File: src/rtl/uart_reg_pkg.sv
// ============================================================================
// Module      : uart_reg_pkg
// Description : Shared constants, burst state type and bus-slicing helper
//               for the multi-channel UART register bank.
// Revision    : 1.0 - initial release
// ============================================================================
`default_nettype none

package uart_reg_pkg;

    localparam int C_CTRL_SEND  = 0;
    localparam int C_CTRL_READ  = 1;
    localparam int C_CTRL_FTXF  = 2;
    localparam int C_CTRL_RXAV  = 3;
    localparam int C_CTRL_WERR  = 4;
    localparam int C_CTRL_RXIE  = 5;
    localparam int C_CTRL_PACK  = 6;
    localparam int C_CTRL_TXCNT = 8;
    localparam int C_CTRL_TXIE  = 30;

    typedef enum logic [0:0] {
        ST_IDLE = 1'b0,
        ST_PUSH = 1'b1
    } burst_state_t;

    // Low bit index of channel ch in a flattened bus of w-bit fields.
    function automatic int ch_slice(input int ch, input int w);
        return ch * w;
    endfunction

endpackage

`default_nettype wire

File: src/rtl/uart_tx_packer.sv
// ============================================================================
// Module      : uart_tx_packer
// Description : Burst engine that unpacks 1-4 bytes from a latched data word
//               into one channel's TX FIFO, LSB first, stalling on full.
// Revision    : 1.0 - initial release
// ============================================================================
`default_nettype none

module uart_tx_packer
    import uart_reg_pkg::*;
#(
    parameter int WIDTH  = 32,
    parameter int NUM_CH = 2,
    parameter int CH_W   = 1
) (
    input  logic                  i_clk,
    input  logic                  i_rst,
    input  logic                  i_start,
    input  logic [CH_W-1:0]       i_ch,
    input  logic [WIDTH-1:0]      i_word,
    input  logic [1:0]            i_len_m1,
    input  logic [NUM_CH-1:0]     i_tx_full,
    output logic                  o_busy,
    output logic [NUM_CH-1:0]     o_busy_ch,
    output logic [NUM_CH-1:0]     o_push_en,
    output logic [8*NUM_CH-1:0]   o_push_data
);

    // Word is widened so byte 3 is always addressable even on narrow buses.
    localparam int WW = (WIDTH > 32) ? WIDTH : 32;

    burst_state_t    r_state_q, w_state_d;
    logic [1:0]      r_idx_q, w_idx_d;
    logic [1:0]      r_len_q, w_len_d;
    logic [WW-1:0]   r_word_q, w_word_d;
    logic [CH_W-1:0] r_ch_q, w_ch_d;
    logic            w_full;
    logic            w_push;
    logic [7:0]      w_byte;

    always_comb begin
        w_state_d = r_state_q;
        w_idx_d   = r_idx_q;
        w_len_d   = r_len_q;
        w_word_d  = r_word_q;
        w_ch_d    = r_ch_q;
        w_full    = 1'b0;
        for (int c = 0; c < NUM_CH; c++) begin
            if (int'(r_ch_q) == c) w_full = i_tx_full[c];
        end
        w_byte = r_word_q[8*r_idx_q +: 8];
        w_push = (r_state_q == ST_PUSH) && !w_full;

        case (r_state_q)
            ST_IDLE: begin
                if (i_start) begin
                    w_word_d  = WW'(i_word);
                    w_ch_d    = i_ch;
                    w_len_d   = i_len_m1;
                    w_idx_d   = 2'd0;
                    w_state_d = ST_PUSH;
                end
            end
            ST_PUSH: begin
                if (w_push) begin
                    if (r_idx_q == r_len_q) w_state_d = ST_IDLE;
                    else                    w_idx_d   = r_idx_q + 2'd1;
                end
            end
            default: w_state_d = ST_IDLE;
        endcase

        o_busy      = (r_state_q == ST_PUSH);
        o_busy_ch   = '0;
        o_push_en   = '0;
        o_push_data = '0;
        for (int c = 0; c < NUM_CH; c++) begin
            o_busy_ch[c] = o_busy && (int'(r_ch_q) == c);
            o_push_en[c] = w_push && (int'(r_ch_q) == c);
            if (o_push_en[c]) o_push_data[ch_slice(c, 8) +: 8] = w_byte;
        end
    end

    always_ff @(posedge i_clk or posedge i_rst) begin
        if (i_rst) begin
            r_state_q <= ST_IDLE;
            r_idx_q   <= '0;
            r_len_q   <= '0;
            r_word_q  <= '0;
            r_ch_q    <= '0;
        end else begin
            r_state_q <= w_state_d;
            r_idx_q   <= w_idx_d;
            r_len_q   <= w_len_d;
            r_word_q  <= w_word_d;
            r_ch_q    <= w_ch_d;
        end
    end

endmodule

`default_nettype wire

File: src/rtl/uart_reg_bank.sv
// ============================================================================
// Module      : uart_reg_bank
// Description : NUM_CH-channel UART control/data register bank on one agent
//               bus. Optional interrupt output enabled by UART_REG_BANK_IRQ_EN.
// Revision    : 1.0 - initial release
// ============================================================================
`default_nettype none

module uart_reg_bank
    import uart_reg_pkg::*;
#(
    parameter  int WIDTH     = 32,
    parameter  int CNT_WIDTH = 9,
    parameter  int NUM_CH    = 2,
    localparam int CH_W      = (NUM_CH > 1) ? $clog2(NUM_CH) : 1
) (
    input  logic                          i_clk,
    input  logic                          i_rst,
    input  logic [CH_W-1:0]               i_ch_sel,
    input  logic                          i_reg_sel,
    input  logic                          i_wr,
    input  logic                          i_rd,
    input  logic [WIDTH-1:0]              i_reg_wr_data,
    output logic [WIDTH-1:0]              o_reg_rd_data,
    output logic                          o_busy,
    output logic [NUM_CH-1:0]             o_fifo_tx_push_en,
    output logic [8*NUM_CH-1:0]           o_fifo_tx_push_data,
    input  logic [CNT_WIDTH*NUM_CH-1:0]   i_fifo_tx_count,
    input  logic [NUM_CH-1:0]             i_fifo_tx_full,
    input  logic [8*NUM_CH-1:0]           i_fifo_rx_data,
    input  logic [NUM_CH-1:0]             i_fifo_rx_valid,
    input  logic [CNT_WIDTH*NUM_CH-1:0]   i_fifo_rx_count,
    output logic [NUM_CH-1:0]             o_fifo_rx_pop_en,
    input  logic [NUM_CH-1:0]             i_scdc_set_send,
    input  logic [NUM_CH-1:0]             i_scdc_clear_send,
    input  logic [NUM_CH-1:0]             i_scdc_set_read,
    input  logic [NUM_CH-1:0]             i_scdc_clear_read,
    output logic [NUM_CH-1:0]             o_send_req,
    output logic [NUM_CH-1:0]             o_read_req,
    output logic [NUM_CH-1:0]             o_ftxf,
`ifdef UART_REG_BANK_IRQ_EN
    output logic [NUM_CH-1:0]             o_irq,
`endif
    output logic [NUM_CH-1:0]             o_rxav
);

    localparam int NUM_SLOTS = 2**CH_W;

    logic [NUM_CH-1:0]   r_send_q, w_send_d;
    logic [NUM_CH-1:0]   r_read_q, w_read_d;
    logic [NUM_CH-1:0]   r_werr_q, w_werr_d;
    logic [2*NUM_CH-1:0] r_pack_q, w_pack_d;
`ifdef UART_REG_BANK_IRQ_EN
    logic [NUM_CH-1:0]   r_rxie_q, w_rxie_d;
    logic [NUM_CH-1:0]   r_txie_q, w_txie_d;
    logic [NUM_CH-1:0]   r_irq_q,  w_irq_d;
`endif

    logic [NUM_CH-1:0]   w_ch_hit;
    logic                w_ch_ok;
    logic                w_ctrl_wr;
    logic                w_data_wr;
    logic                w_start;
    logic                w_busy;
    logic [NUM_CH-1:0]   w_busy_ch;
    logic [1:0]          w_len_m1;
    logic [WIDTH-1:0]    w_ctrl_word [NUM_SLOTS];

    always_comb begin
        w_len_m1 = 2'd0;
        for (int c = 0; c < NUM_CH; c++) begin
            w_ch_hit[c] = (int'(i_ch_sel) == c);
            if (w_ch_hit[c]) w_len_m1 = r_pack_q[ch_slice(c, 2) +: 2];
        end
        w_ch_ok   = |w_ch_hit;
        w_ctrl_wr = i_wr && !i_reg_sel && w_ch_ok;
        w_data_wr = i_wr &&  i_reg_sel && w_ch_ok;
        w_start   = w_data_wr && !w_busy;
    end

    uart_tx_packer #(
        .WIDTH  (WIDTH),
        .NUM_CH (NUM_CH),
        .CH_W   (CH_W)
    ) u_packer (
        .i_clk       (i_clk),
        .i_rst       (i_rst),
        .i_start     (w_start),
        .i_ch        (i_ch_sel),
        .i_word      (i_reg_wr_data),
        .i_len_m1    (w_len_m1),
        .i_tx_full   (i_fifo_tx_full),
        .o_busy      (w_busy),
        .o_busy_ch   (w_busy_ch),
        .o_push_en   (o_fifo_tx_push_en),
        .o_push_data (o_fifo_tx_push_data)
    );

    // scdc clear beats scdc set, and both beat an agent write.
    always_comb begin
        w_send_d = r_send_q;
        w_read_d = r_read_q;
        w_werr_d = r_werr_q;
        w_pack_d = r_pack_q;
`ifdef UART_REG_BANK_IRQ_EN
        w_rxie_d = r_rxie_q;
        w_txie_d = r_txie_q;
        w_irq_d  = '0;
`endif
        for (int c = 0; c < NUM_CH; c++) begin
            if (i_scdc_clear_send[c])              w_send_d[c] = 1'b0;
            else if (i_scdc_set_send[c])           w_send_d[c] = 1'b1;
            else if (w_ctrl_wr && w_ch_hit[c])     w_send_d[c] = i_reg_wr_data[C_CTRL_SEND];

            if (i_scdc_clear_read[c])              w_read_d[c] = 1'b0;
            else if (i_scdc_set_read[c])           w_read_d[c] = 1'b1;
            else if (w_ctrl_wr && w_ch_hit[c])     w_read_d[c] = i_reg_wr_data[C_CTRL_READ];

            if (w_data_wr && w_busy && w_ch_hit[c])
                w_werr_d[c] = 1'b1;
            else if (w_ctrl_wr && w_ch_hit[c] && i_reg_wr_data[C_CTRL_WERR])
                w_werr_d[c] = 1'b0;

            if (w_ctrl_wr && w_ch_hit[c])
                w_pack_d[ch_slice(c, 2) +: 2] = i_reg_wr_data[C_CTRL_PACK +: 2];
`ifdef UART_REG_BANK_IRQ_EN
            if (w_ctrl_wr && w_ch_hit[c]) begin
                w_rxie_d[c] = i_reg_wr_data[C_CTRL_RXIE];
                w_txie_d[c] = i_reg_wr_data[C_CTRL_TXIE];
            end
            w_irq_d[c] = (r_rxie_q[c] && i_fifo_rx_valid[c]) ||
                         (r_txie_q[c] && (i_fifo_tx_count[ch_slice(c, CNT_WIDTH) +: CNT_WIDTH] == '0)
                                      && !w_busy_ch[c]);
`endif
        end
    end

    always_ff @(posedge i_clk or posedge i_rst) begin
        if (i_rst) begin
            r_send_q <= '0;
            r_read_q <= '0;
            r_werr_q <= '0;
            r_pack_q <= '0;
`ifdef UART_REG_BANK_IRQ_EN
            r_rxie_q <= '0;
            r_txie_q <= '0;
            r_irq_q  <= '0;
`endif
        end else begin
            r_send_q <= w_send_d;
            r_read_q <= w_read_d;
            r_werr_q <= w_werr_d;
            r_pack_q <= w_pack_d;
`ifdef UART_REG_BANK_IRQ_EN
            r_rxie_q <= w_rxie_d;
            r_txie_q <= w_txie_d;
            r_irq_q  <= w_irq_d;
`endif
        end
    end

    // Unused selector slots stay zero so out-of-range channels read 0.
    always_comb begin
        for (int s = 0; s < NUM_SLOTS; s++) w_ctrl_word[s] = '0;
        for (int c = 0; c < NUM_CH; c++) begin
            w_ctrl_word[c][C_CTRL_SEND]     = r_send_q[c];
            w_ctrl_word[c][C_CTRL_READ]     = r_read_q[c];
            w_ctrl_word[c][C_CTRL_FTXF]     = i_fifo_tx_full[c];
            w_ctrl_word[c][C_CTRL_RXAV]     = i_fifo_rx_valid[c];
            w_ctrl_word[c][C_CTRL_WERR]     = r_werr_q[c];
            w_ctrl_word[c][C_CTRL_PACK +: 2] = r_pack_q[ch_slice(c, 2) +: 2];
            w_ctrl_word[c][C_CTRL_TXCNT +: CNT_WIDTH] =
                i_fifo_tx_count[ch_slice(c, CNT_WIDTH) +: CNT_WIDTH];
            w_ctrl_word[c][C_CTRL_TXCNT + CNT_WIDTH +: CNT_WIDTH] =
                i_fifo_rx_count[ch_slice(c, CNT_WIDTH) +: CNT_WIDTH];
`ifdef UART_REG_BANK_IRQ_EN
            w_ctrl_word[c][C_CTRL_RXIE] = r_rxie_q[c];
            w_ctrl_word[c][C_CTRL_TXIE] = r_txie_q[c];
`endif
        end
    end

    always_comb begin
        o_reg_rd_data    = '0;
        o_fifo_rx_pop_en = '0;
        if (i_rd && w_ch_ok) begin
            if (!i_reg_sel) begin
                o_reg_rd_data = w_ctrl_word[i_ch_sel];
            end else begin
                for (int c = 0; c < NUM_CH; c++) begin
                    if (w_ch_hit[c] && i_fifo_rx_valid[c]) begin
                        o_reg_rd_data       = WIDTH'({1'b1, i_fifo_rx_data[ch_slice(c, 8) +: 8]});
                        o_fifo_rx_pop_en[c] = 1'b1;
                    end
                end
            end
        end
    end

    assign o_busy     = w_busy;
    assign o_send_req = r_send_q;
    assign o_read_req = r_read_q;
    assign o_ftxf     = i_fifo_tx_full;
    assign o_rxav     = i_fifo_rx_valid;
`ifdef UART_REG_BANK_IRQ_EN
    assign o_irq      = r_irq_q;
`endif

endmodule

`default_nettype wire

File: config.mk
export PLATFORM = sky130hd
export DESIGN_NAME = uart_reg_bank
export DESIGN_NICKNAME = d
export VERILOG_FILES = /design/src/rtl/uart_reg_pkg.sv /design/src/rtl/uart_tx_packer.sv /design/src/rtl/uart_reg_bank.sv
export SDC_FILE = /design/constraint.sdc
export NUM_CORES = 1
export LEC_CHECK = 0
export ABC_CLOCK_PERIOD_IN_PS = 3750
export CORE_MARGIN = 2
export CORE_UTILIZATION = 35
export CTS_BUF_LIST = sky130_fd_sc_hd__clkbuf_2 sky130_fd_sc_hd__clkbuf_4 sky130_fd_sc_hd__clkbuf_8
export DETAILED_ROUTE_END_ITERATION = 6
export PLACE_DENSITY = 0.82
export SYNTH_ARGS = -nofsm -noshare
export SYNTH_HDL_FRONTEND = slang
export SYNTH_SLANG_ARGS = --single-unit
File: constraint.sdc
create_clock -name i_clk -period 3.75 [get_ports i_clk]
set_input_delay 0.375 -clock i_clk [delete_from_list [all_inputs] [get_ports i_clk]]
set_output_delay 0.375 -clock i_clk [all_outputs]
set_load 0.05 [all_outputs]
After elaboration in Yosys (flattened, before gate mapping)
Cells that the tools add are included.
{"block": "word_totals", "reg_bits": 48, "latch_bits": 0, "ramBits": 0, "mem_bits_ro": 0, "inputBits": 102, "output_inout_bits": 61, "word_cells": 89, "mem_count": 0}
{"block": "op_classes", "addsub": 1, "mul": 0, "div": 0, "n_lt_le_gt_ge": 1, "eq_ne": 4, "shift": 1, "mux": 39, "bitwise": 4, "reduce_logical": 26}
{"cell": "32-bit two-way mux", "n": 5}
{"cell": "32-bit by 6-bit indexed part select with 8-bit output", "n": 1}
{"cell": "26-bit two-way mux", "n": 1}
{"cell": "1-bit two-way mux", "n": 22}
{"cell": "8-bit two-way mux", "n": 2}
{"cell": "1-bit logical AND", "n": 15}
{"cell": "2-bit two-way mux", "n": 6}
{"cell": "3-bit nonzero test", "n": 4}
{"cell": "9-bit two-way mux", "n": 1}
{"cell": "2-bit != test, second input constant", "n": 2}
{"cell": "2-bit case mux with 2 select lines", "n": 1}
{"cell": "2-bit nonzero test", "n": 2}
{"cell": "1-bit logical NOT", "n": 3}
{"cell": "1-bit inverter", "n": 3}
{"cell": "3-bit AND reduction", "n": 1}
{"cell": "2-bit by 1-bit adder with 2-bit output, second input constant", "n": 1}
{"cell": "2-bit == test", "n": 1}
{"cell": "2-bit >= comparator, second input constant", "n": 1}
{"cell": "2-bit by 1-bit != test with 1-bit output, second input constant", "n": 1}
{"cell": "1-bit inverter with 2-bit output", "n": 1}
{"cell": "1-bit case mux with 2 select lines", "n": 1}
{"cell": "2-bit AND reduction", "n": 1}

Logic depth before layout (Yosys ltp)
{"block": "logic_depth", "depth_word": 6, "depth_mapped": 6, "ltp_nobuf": 4}

Modules after synthesis
From an unflattened synthesis, not the netlist that was laid out.
{"block": "unflattened", "cells_unflattened": 332, "hier_area_um2": 2892.8}
{"module": "uart_tx_packer", "n_inst": 1, "cells_per_inst": 198, "area_per_inst_um2": 1820.5}
{"module": "uart_reg_bank", "n_inst": 1, "cells_per_inst": 134, "area_per_inst_um2": 1072.3}

Worst setup path before layout
Ideal clock, no wire load.
{"block": "synth_timing", "path_type": "reg2out", "from": "register u_packer.r_state_q (netlist: u_packer.o_busy)", "to": "output o_fifo_tx_push_data[7]", "arrival_time_ps": 2831, "path_slack_ps": 544, "stages_incl_launch_ff": 4, "path_buffers": 1, "path_cell_list": "dfrtp_1 > buf_6 > nor3b_1 > and2_1"}
{"block": "synth_between", "elab_chain_len": 3}
{"element": "from (decl)", "line_no": "uart_tx_packer.sv:32", "rtl": "burst_state_t r_state_q, w_state_d;"}
{"element": "from (signal assigned)", "line_no": "uart_tx_packer.sv:92", "rtl": "r_state_q <= w_state_d;"}
{"element": "1-bit logical AND", "line_no": "uart_tx_packer.sv:52", "rtl": "w_push = (r_state_q == ST_PUSH) && !w_full;"}
{"element": "1-bit logical AND", "line_no": "uart_tx_packer.sv:79", "rtl": "o_push_en[c] = w_push && (int'(r_ch_q) == c);"}
{"element": "net o_fifo_tx_push_en[0]", "line_no": "uart_reg_bank.sv:26", "rtl": "output logic [NUM_CH-1:0] o_fifo_tx_push_en,"}
{"element": "8-bit two-way mux", "line_no": "uart_tx_packer.sv:80", "rtl": "if (o_push_en[c]) o_push_data[ch_slice(c, 8) +: 8] = w_byte;"}
{"element": "to (decl)", "line_no": "uart_reg_bank.sv:27", "rtl": "output logic [8*NUM_CH-1:0] o_fifo_tx_push_data,"}
The timed path passes the listed nets, and every way through them passes these cells.

Worst setup path in the final report
{"block": "layout_timing", "from": "register u_packer.r_idx_q[0]", "to": "output o_fifo_tx_push_data[7]"}
{"block": "layout_between", "elab_chain_len": 2}
{"element": "from (decl)", "line_no": "uart_tx_packer.sv:33", "rtl": "logic [1:0] r_idx_q, w_idx_d;"}
{"element": "from (signal assigned)", "line_no": "uart_tx_packer.sv:93", "rtl": "r_idx_q <= w_idx_d;"}
{"element": "32-bit by 6-bit indexed part select with 8-bit output", "line_no": "uart_tx_packer.sv:51", "rtl": "w_byte = r_word_q[8*r_idx_q +: 8];"}
{"element": "8-bit two-way mux", "line_no": "uart_tx_packer.sv:80"}
No other way between the ends.

==> metrics.txt <==
final worst slack=0.6552 ns; die area=8796 µm²; Sink Count=48; Fin. Hold Viols=0; Worst-path clk slew=0.09 ns; grt total ovfl=0; CP required=3.38 ns; Hold Path Depth=1; mean post-synth cell area=11.52 µm²; vias in the first global route=2397; post-cts resize count=0; Max Freq=323.1 MHz; maxcap violations=0; leak pwr=0.001914 µW; critical path's slowest cell=dfrtp_1; kind of critical path=reg2out; Hold Crit Class=reg2reg; RR Startpoint=u_packer.o_busy; Reg2Reg Depth=3; setup_tns=0 ns; Final Cell Area=4496 µm²; Final Setup Violations=0; DP Area=4398 µm²; Critical path buffers and inverters=1; Root Driver=clkbuf_8; Slew Limit Fails=0; Final #Nets=495; Cells after DPL=488; #FFs+latches synth=48; R2R Path End=u_packer.r_idx_q[1]; Remaining DRCs=0; Setup WS pre-CTS=0.8844 ns; Post-CTS Setup Inserts=0; Initial Utilization=0.3632; CP max stage delay=0.78 ns; Area growth, synth to finish=59.33%; Hold-fix buffers, CTS=0; fin crit period=3.095 ns; period utilisation layout=0.8253; hold_sp=u_packer.r_word_q[22]; worst ir drop on vdd=0.3523 mV; Site Rows=32; Worst Skew=0.008184 ns; Mapped Area=2821 µm²; layout cells sized above 1=0.1472; status=completed; Tightest Pin Transition=0.9892 ns; port bufs=156; Hold Slack=0.5056 ns; Ys Warns=0; TritonCTS buffer count=5; DR pass1 iterations=4; Antenna Cells=0; Mapped Cells=245; pwr dens=551.1 nW/µm²; Initial DRC Count=60; CTS Buffer Depth=2; GPL Wtd Cong=0.7726; crit start category=flip-flop; core area=7767 µm²; pin count of the biggest net entering global routing=49; Worst Hold Path EP=u_packer.r_word_q[22]; final cell count without fillers=496; R2R Setup Slk=1.90 ns; Netlist cell types=33; Die X=93.79 µm; CP Cell Sequence=mux4_1 -> and2_1 -> clkdlybuf4s50_1; Worst EP arrival=2.72 ns; Top Ports=163; Slew Limit Headroom=0.3396; Routed WL=7.721 mm; Wirelength per Cell=15.57 µm; critical path capture point type=output port; Avg Vias per Cell=4.806; H-tree depth=2; RSZ-0062 raised after global routing=no; CP Max Fanout=13; CTS tree=yes; Worst Setup SP=u_packer.r_idx_q[0]; post-route ant nets=0; antenna violations before repair=0; dpl hpwl=6.095 mm; first-pass GRT wire length=11.97 mm; Die Y=93.79 µm; overall routing resource usage=0.1732; Worst-Skew Late Latency=0.30 ns; delay-heaviest family, CP=flip-flops; register area share after synthesis=0.4257; DR vias=2384
-- layer usage --
layer / GRT usage / vias up / wire, µm
li1: - / 1145 / -
met1: 0.2130 / 1153 / 3226
met2: 0.3161 / 80 / 4044
met3: 0.03130 / 6 / 398
met4: 0.03623 / 0 / 53
met5: 0 / - / 0
-- cells in the mapped netlist --
| master | number | share of area |
|---|---|---|
| dfrtp_1 | 48 | 0.43 |
| mux2_2 | 37 | 0.15 |
| mux2i_1 | 34 | 0.12 |
| nor2_1 | 23 | 0.031 |
| buf_4 | 12 | 0.032 |
| nand2_1 | 9 | 0.012 |
| nor2b_1 | 9 | 0.020 |
| a21oi_1 | 8 | 0.014 |
| and2_1 | 8 | 0.018 |
| buf_2 | 8 | 0.014 |
| inv_1 | 7 | 0.0093 |
| mux4_2 | 6 | 0.048 |
| o21ai_0 | 5 | 0.0089 |
| o22ai_1 | 4 | 0.0089 |
| a221o_1 | 2 | 0.0071 |
| a22o_1 | 2 | 0.0062 |
| clkbuf_1 | 2 | 0.0027 |
| mux4_1 | 2 | 0.019 |
| nand2b_1 | 2 | 0.0044 |
| nand3_1 | 2 | 0.0035 |
| nand3b_1 | 2 | 0.0053 |
| xnor2_1 | 2 | 0.0062 |
| a21bo_1 | 1 | 0.0035 |
| a22oi_1 | 1 | 0.0027 |
| a31oi_1 | 1 | 0.0022 |
| and2b_1 | 1 | 0.0027 |
| and3b_1 | 1 | 0.0031 |
| and4b_1 | 1 | 0.0035 |
| buf_6 | 1 | 0.0040 |
| conb_1 | 1 | 0.0013 |
| nand3_2 | 1 | 0.0035 |
| nand3b_4 | 1 | 0.0071 |
| nor3b_1 | 1 | 0.0027 |
-- sequential cells by signal, summed over array words and instances (netlist names) --
register           count
u_packer.r_len_q       2
o_send_req             2
u_packer.r_idx_q       2
u_packer.o_busy        1
u_packer.r_ch_q        1
r_pack_q               4
r_werr_q               2
o_read_req             2
u_packer.r_word_q     32
-- power by group --
part | internal, µW | switching [µW] | total [µW]
clock | 157 | 165 | 322
sequential | 740 | 177 | 917
combinational | 643 | 596 | 1240
total | 1540 | 937 | 2480
-- layout by cell type (no fill, tap or decap), types with 3 or more instances in the layout --
cell type | synthesis | final
dfrtp_1 | 48 | 48
mux2i_1 | 34 | 34
mux2_2 | 37 | 37
a21oi_1 | 8 | 8
nor2b_1 | 9 | 9
clkdlybuf4s50_1 | 0 | 155
conb_1 | 1 | 6
o22ai_1 | 4 | 4
inv_1 | 7 | 6
buf_4 | 12 | 3
nand2_1 | 9 | 9
nor2_1 | 23 | 23
mux4_2 | 6 | 6
clkbuf_8 | 0 | 6
and2_1 | 8 | 8
o21ai_0 | 5 | 5
-- area by class of cell --
| class | count | area, µm² |
|---|---|---|
| fillers | 679 | 3272 |
| flip-flops and latches | 48 | 1201 |
| repair buffers | 159 | 1579 |
| inverters | 7 | 26.28 |
| clock inverters | 1 | 7.507 |
| multi-input cells | 172 | 1464 |
| clock buffers | 7 | 90.09 |
| well taps | 102 | 127.6 |
-- per-stage QoR --
stage	power, µW	util
after CTS	2506	0.5788
after global routing	2626	0.5788
after global placement	2145	0.5662
final	2478	0.5788
after floorplan	1786	-
after detailed placement	2179	0.5662
-- worst reg2reg max path, stage by stage, from the launching register on --
cell,delay (ns)
dfrtp_1,0.51
nand3b_4,0.55
a21bo_1,0.34
a221o_1,0.34
-- worst max-delay path by stage --
stage | endpoint | slack, ns | cells past startpoint
finish | o_fifo_tx_push_data[7] | 0.66 | 3
detailed placement | o_reg_rd_data[4] | 0.88 | 6
global route | o_fifo_tx_push_data[7] | 0.52 | 3
floorplan | o_fifo_tx_push_data[7] | 0.54 | 3
global placement | o_reg_rd_data[7] | 0.91 | 6
CTS | o_fifo_tx_push_data[7] | 0.62 | 3
-- logic make-up after synthesis --
family                 synth area share
multiplexers                     0.3348
AND/OR/NAND/NOR                  0.1162
buffers and inverters           0.06209
other                          0.001329
flip-flops                       0.4257
AO/OA/AOI/OAI                   0.05366
XOR/XNOR                       0.006210
Note: power is estimated with default switching activity, not from simulation.
